==> src/rtl/rot_arbiter.sv <==
// Two-requester round-robin front end for a shared rotate-right unit.
// A left rotate is issued as the equivalent right rotate. The result
// lands in a one-entry output buffer with a valid/ready handshake.
module rot_arbiter #(
  parameter int DATA_WIDTH = 20,
  parameter int AMT_WIDTH  = 5
) (
  input  logic                  clk,
  input  logic                  rst_n,
  input  logic                  req0_valid,
  output logic                  req0_ready,
  input  logic [DATA_WIDTH-1:0] req0_data,
  input  logic [AMT_WIDTH-1:0]  req0_amount,
  input  logic                  req0_left,
  input  logic                  req1_valid,
  output logic                  req1_ready,
  input  logic [DATA_WIDTH-1:0] req1_data,
  input  logic [AMT_WIDTH-1:0]  req1_amount,
  input  logic                  req1_left,
  output logic                  resp_valid,
  input  logic                  resp_ready,
  output logic [DATA_WIDTH-1:0] resp_data,
  output logic                  resp_id
);

  // Wide enough to hold any right-rotate distance 0..DATA_WIDTH-1.
  localparam int SH_W = (DATA_WIDTH > 1) ? $clog2(DATA_WIDTH) : 1;

  typedef enum logic {
    EMPTY = 1'b0,
    FULL  = 1'b1
  } state_e;

  state_e                  state_q, state_d;
  logic [DATA_WIDTH-1:0]   data_q, data_d;
  logic                    id_q, id_d;
  logic                    ptr_q, ptr_d;

  logic                    slot_free;
  logic                    grant0, grant1, grant_any, grant_id;
  logic [DATA_WIDTH-1:0]   sel_data;
  logic [AMT_WIDTH-1:0]    sel_amount;
  logic                    sel_left;
  logic [SH_W-1:0]         shift_amt;
  logic [2*DATA_WIDTH-1:0] doubled;
  logic [DATA_WIDTH-1:0]   rot_result;

  // Reduce the raw amount modulo DATA_WIDTH; a left rotate by eff becomes a
  // right rotate by (DATA_WIDTH - eff), with left-by-0 staying at 0.
  function automatic logic [SH_W-1:0] right_amount(input logic [AMT_WIDTH-1:0] amt,
                                                   input logic                 left);
    int eff;
    eff = int'(amt) % DATA_WIDTH;
    if (left && (eff != 0)) begin
      eff = DATA_WIDTH - eff;
    end
    return SH_W'(eff);
  endfunction

  // Round-robin grant; the pointer only matters when both requesters compete.
  always_comb begin
    slot_free = (state_q == EMPTY) || resp_ready;
    grant0    = rst_n && slot_free && req0_valid && (!req1_valid || !ptr_q);
    grant1    = rst_n && slot_free && req1_valid && (!req0_valid ||  ptr_q);
    grant_any = grant0 || grant1;
    grant_id  = grant1;
  end

  // Operand select and rotate-right through a doubled operand.
  always_comb begin
    sel_data   = grant_id ? req1_data   : req0_data;
    sel_amount = grant_id ? req1_amount : req0_amount;
    sel_left   = grant_id ? req1_left   : req0_left;
    shift_amt  = right_amount(sel_amount, sel_left);
    doubled    = {sel_data, sel_data} >> shift_amt;
    rot_result = doubled[DATA_WIDTH-1:0];
  end

  // Next-state for the buffer occupancy, payload and priority pointer.
  always_comb begin
    // NOTE: every signal gets a hold value first so no path leaves it unassigned (no latch).
    state_d = state_q;
    data_d  = data_q;
    id_d    = id_q;
    ptr_d   = ptr_q;
    unique case (state_q)
      EMPTY: if (grant_any) state_d = FULL;
      FULL: begin
        if (grant_any)       state_d = FULL;
        else if (resp_ready) state_d = EMPTY;
      end
    endcase
    // Payload and id hold after a drain; only a new grant overwrites them.
    if (grant_any) begin
      data_d = rot_result;
      id_d   = grant_id;
      ptr_d  = ~grant_id;
    end
  end

  // State register with synchronous active-low reset.
  always_ff @(posedge clk) begin
    // NOTE: sequential state uses non-blocking assignments so all flops update together.
    if (!rst_n) begin
      // NOTE: the result buffer is a single register, so it is cleared on reset like any other flop.
      state_q <= EMPTY;
      data_q  <= '0;
      id_q    <= 1'b0;
      ptr_q   <= 1'b0;
    end else begin
      state_q <= state_d;
      data_q  <= data_d;
      id_q    <= id_d;
      ptr_q   <= ptr_d;
    end
  end

  assign req0_ready = grant0;
  assign req1_ready = grant1;
  assign resp_valid = (state_q == FULL);
  assign resp_data  = data_q;
  assign resp_id    = id_q;

endmodule
==> config.mk <==
export PLATFORM = sky130hd
export DESIGN_NAME = rot_arbiter
export DESIGN_NICKNAME = d
export VERILOG_FILES = /design/src/rtl/rot_arbiter.sv
export SDC_FILE = /design/constraint.sdc
export NUM_CORES = 1
export LEC_CHECK = 0
export ABC_CLOCK_PERIOD_IN_PS = 4200
export CAP_MARGIN = 20
export CORE_MARGIN = 4
export CORE_UTILIZATION = 46
export CTS_BUF_LIST = sky130_fd_sc_hd__clkbuf_8
export CTS_CLUSTER_SIZE = 25
export DETAILED_ROUTE_END_ITERATION = 12
export MAX_ROUTING_LAYER = met4
export PLACE_DENSITY = 0.83
export SYNTH_ARGS = -nofsm -noshare
export SYNTH_HDL_FRONTEND = slang
export SYNTH_SLANG_ARGS = --single-unit
==> constraint.sdc <==
create_clock -name clk -period 4.2 [get_ports clk]
set_input_delay 0.84 -clock clk [delete_from_list [all_inputs] [get_ports clk]]
set_output_delay 0.84 -clock clk [all_outputs]
set_load 0.01 [all_outputs]
After elaboration in Yosys (flattened, before gate mapping) --
Cells that the tools add are included. Widths: inputs -> output; s select.
Cells by class: mux-type cells 8, bitwise logic cells 2, reduce and logical (&&, ||, !) cells 14, add/sub/neg operators 1, shifts and indexed selects 1, divide/modulo/power cells 1
Operators by type and width (number):
- $shr 40x5->20 | 1
- $mod 6x6->32 const B | 1
- $reduce_bool 32->1 | 1
- $mux 20 | 1
- $mux 5 | 2
- $logic_and 1x1->1 | 6
- $sub 5x5->5 const A | 1
- $logic_or 1x1->1 | 4
- $mux 1 | 4
- $logic_not 1->1 | 3
- $not 1->1 | 2
- $pmux 1 s2 | 1
Word-level totals: register bits 23, output and inout bits 24

Logic depth before layout (Yosys ltp) --
depth in word-level cells 11, gate-level depth with buffers 18

Worst setup path before layout --
No wires, ideal clock.
kind input to register, start point input port rst_n, end point register data_q[7], in the netlist resp_data[7], arrival 3.922 ns, cell stages on the path 16, setup slack 0.187 ns, cells stage by stage buf_2 nand4_4 inv_2 nand2_1 nand2_1 inv_1 ha_1 nand2b_1 and2_1 mux2i_4 mux2i_1 or4b_4 a31oi_4 buf_6 mux2_2 a311oi_1
On the way: word-level cells in the longest chain between the ends 9, elaborated cells between the ends (all ways) 15
RTL lines:
- start: declaration | line 9 | input logic rst_n,
- branches (longest 9 deep; another with $mod 6x6->32)
- end signal: assignment | line 112 | data_q <= data_d;
- end: declaration | line 35 | logic [DATA_WIDTH-1:0] data_q, data_d;
Parallel ways; which one is timed is not known. A chain may end at the register's enable or synchronous reset.

Worst setup path after layout --
start point input port resp_ready, end point register data_q[9], in the netlist resp_data[9]
On the way: word-level cells in the longest chain between the ends 10, elaborated cells between the ends (all ways) 16
RTL lines:
- start: declaration | line 21 | input logic resp_ready,
- $logic_or 1x1->1 * | line 62 | slot_free = (state_q == EMPTY) || resp_ready;
- $logic_and 1x1->1 * | line 63, 64
- branches (longest 8 deep; another with $mod 6x6->32)
Mark *: on every way between the ends.

==> flow_summary.yaml <==
floorplan:
  core.rowCount: 29
  chipWidth_microns: 90.6
  dieArea_sq_mm: 0.00820
  ios: 81
  die_h_microns: 90.6
  start_util: 0.483
  core_sq_mm: 0.00649
min_path:
  min_path_type: "flop to flop"
  whs_endpoint: "resp_id$_SDFFE_PN0P_"
  worstHoldStart: "resp_id$_SDFFE_PN0P_"
  min_path_cells: 2
finish:
  fin_util: 0.674
  drive_gt1_frac: 0.190
  synthToLayoutAreaGrowth_pct: 39.7
  fin_nets: 543
  diodes: 0
yosys:
  yosysWarnings: 0
  syn_area_sq_mm: 0.00314
  synth_simple_gate_area_frac: 0.181
  synth_seq_cells: 23
  yosysMostFrequentCell: "mux2i_1"
  ys_top_cells_by_count: "mux2i_1 (83), a21oi_1 (26), a211oi_1 (24), dfxtp_1 (23), nand2_1 (23)"
  ys_types: 59
  synth-edff-count: 0
  yosysTopAreaCellShare: 0.265
  synth_ff_type: "dfxtp_1"
  syn_nets: 438
  synth_xor_area_frac: 0.0196
  ys_async_sr_fraction: 0
  ys_seq_area_frac: 0.147
  yosys.area.top_type: "mux2i_1"
  synth_compound_area_frac: 0.246
  synth_area_leaders: "mux2i_1 (26%), dfxtp_1 (15%), a211oi_1 (5.7%)"
  synthMuxAreaShare: 0.338
  avgSynthCellArea_sq_um: 8.27
  syn_inst: 379
  synthAdderAreaFrac: 0.00798
  synth_top_family_by_area: "multiplexers"
timing:
  hold_viol: 0
  fin_ws_ns: 0.149
  slew_headroom: 0.658
  period_needed_ns: 4.05
  tightest_slew_ns: 0.512
  fin_skew_ns: 0.00240
  setup_viol: 0
  slew_viol_final: 0
  rsz0062_at_grt: "no"
  finalCritPeriodShare: 0.964
  max_freq_mhz: 247
global_route:
  gr-total-overflow: 0
  grt_pass1_vias: 3303
  grt_use_total: 0.222
  antenna_found_initial: 0
  grt_pass1_wl_microns: 15300
  grt_max_degree: 44
route:
  drcViolationCount: 0
  routedWlPerCell_microns: 16.7
  ant_nets: 0
  drtPass1Iterations: 4
  drtIter0Drc: 183
  vias: 3360
  viasPerCell: 6.00
  routed_wl_microns: 9330
worst_setup_path:
  arrival_ns: 4.20
  r2r_start: "ptr_q$_SDFFE_PN0P_"
  critPathRequiredTime_ns: 4.35
  reg2reg_slack_ns: 0.78
  critical_path_class: "input pin to flop"
  cp_max_fo: 8
  startpoint_type: "input pin"
  cp-end-kind: "flop"
  worstRegToRegCells: 18
  r2r_end: "resp_data[9]$_SDFFE_PN0P_"
clock_tree:
  cts_buffers: 3
  cts_tree: "done"
  clk_pin_slew_ns: 0.08
  cts_root_buffer: "clkbuf_8"
  clkSinkCount: 23
  htreeDepth: 1
  cts.path.max_buffers: 2
  clock_latency_ns: 0.26
power_and_ir_drop:
  p_per_area_mw_per_mm2: 298
  total_leakage_power_uw: 0.00187
  max-vdd-ir-drop_mv: 0.285
run:
  drv_cap: 0
placement:
  place_congestion: 0.890
  hpwl_microns: 7320
  portBuffers: 80
  pre_cts_ws_ns: -0.246
outcome:
  status: "finished, final reports clean"
## metal layers
layer | up-vias | part of all wire | GRT usage
met5 | - | 0 | -
met4 | 0 | 0.021 | 0.0485
met3 | 23 | 0.035 | 0.0308
met2 | 93 | 0.52 | 0.411
met1 | 1600 | 0.42 | 0.252
li1 | 1644 | - | -
## kinds of logic (layout without fill, tap and decap cells)
kind of cell | count (synthesis) | in the layout
mux | 102 | 102
simple gates | 99 | 99
buf+inv | 38 | 142
flops | 23 | 23
compound gates | 108 | 108
fa+ha+maj | 2 | 2
xor+xnor | 7 | 7
## metrics by stage
step | instance area, sq um | hold slack, ns | TNS, ns | power [uW] | std cells
floorplan | 3140 | 0.450 | 0 | 812 | 379
global placement | 4240 | 0.445 | -2.05 | 1130 | 552
detailed placement | 4240 | 0.451 | -3.26 | 1140 | 552
CTS | 4280 | 0.463 | 0 | 1280 | 556
global route | 4380 | 0.499 | 0 | 1390 | 560
finish | 4380 | 0.460 | 0 | 1310 | 560
## cell type report
cell class | count | area (sq um)
Tap cell | 77 | 96.3
Multi-Input combinational cell | 318 | 2530
Inverter | 6 | 22.5
Timing Repair Buffer | 132 | 1220
Sequential cell | 23 | 460
Fill cell | 535 | 2120
Clock buffer | 3 | 41.3
Clock inverter | 1 | 3.75
## state kept, by name (all words and copies together), names as in the netlist
name and flops:
resp_id 1, ptr_q 1, resp_data 20, resp_valid 1
## critical path: stages
cell             delay (ns)
clkdlybuf4s50_1        0.45
nand2b_4               0.13
nand4_4                0.13
buf_6                  0.16
nand2_1                0.06
nand2_2                0.08
inv_2                  0.07
ha_2                   0.19
nor2b_1                0.05
a31oi_1                0.15
buf_4                  0.16
mux2i_4                0.08
mux2i_1                0.15
or4b_4                 0.51
a31oi_4                0.29
buf_6                  0.14
mux2_2                 0.32
mux2i_1                0.15
o21ai_1                0.07
## worst max-delay path by stage
stage	startpoint	to	slack, ns	depth (start not counted)
2_1_floorplan	rst_n	resp_data[7]$_SDFFE_PN0P_	0.19	16
3_3_place_gp	req0_valid	resp_data[18]$_SDFFE_PN0P_	-0.17	14
3_5_place_dp	req0_valid	resp_data[18]$_SDFFE_PN0P_	-0.25	17
4_1_cts	req0_valid	resp_data[18]$_SDFFE_PN0P_	0.02	17
5_1_grt	resp_ready	resp_data[17]$_SDFFE_PN0P_	0.01	19
6_report	resp_ready	resp_data[9]$_SDFFE_PN0P_	0.15	19
## timing repair
action	4_1_cts	5_1_grt
resized for setup	0	17
setup buffers	0	4
endpoints found under the setup margin	0	20
hold buffers	0	0
## cells in the final DEF (no fill, tap or decap), types with 4 or more instances in the layout
cell              n
mux2_2           14
clkdlybuf4s50_1  77
o211ai_1          5
nand2_1          21
a21oi_1          26
nor2_1           14
nor2b_1          19
o21ai_1           5
nor3_1            5
a211oi_1         24
inv_1             4
dfxtp_1          23
xor2_1            4
a31o_1            4
nand2b_1          6
buf_4            48
and2_1            4
mux2i_1          82
nand3_1          14
o21ai_0          10
o22ai_1           5
## power breakdown
part	internal [uW]	switching (uW)
Combinational	460	422
Sequential	267	25.9
Clock	65.1	67.1
No activity file was read; power rests on OpenSTA's default activity.
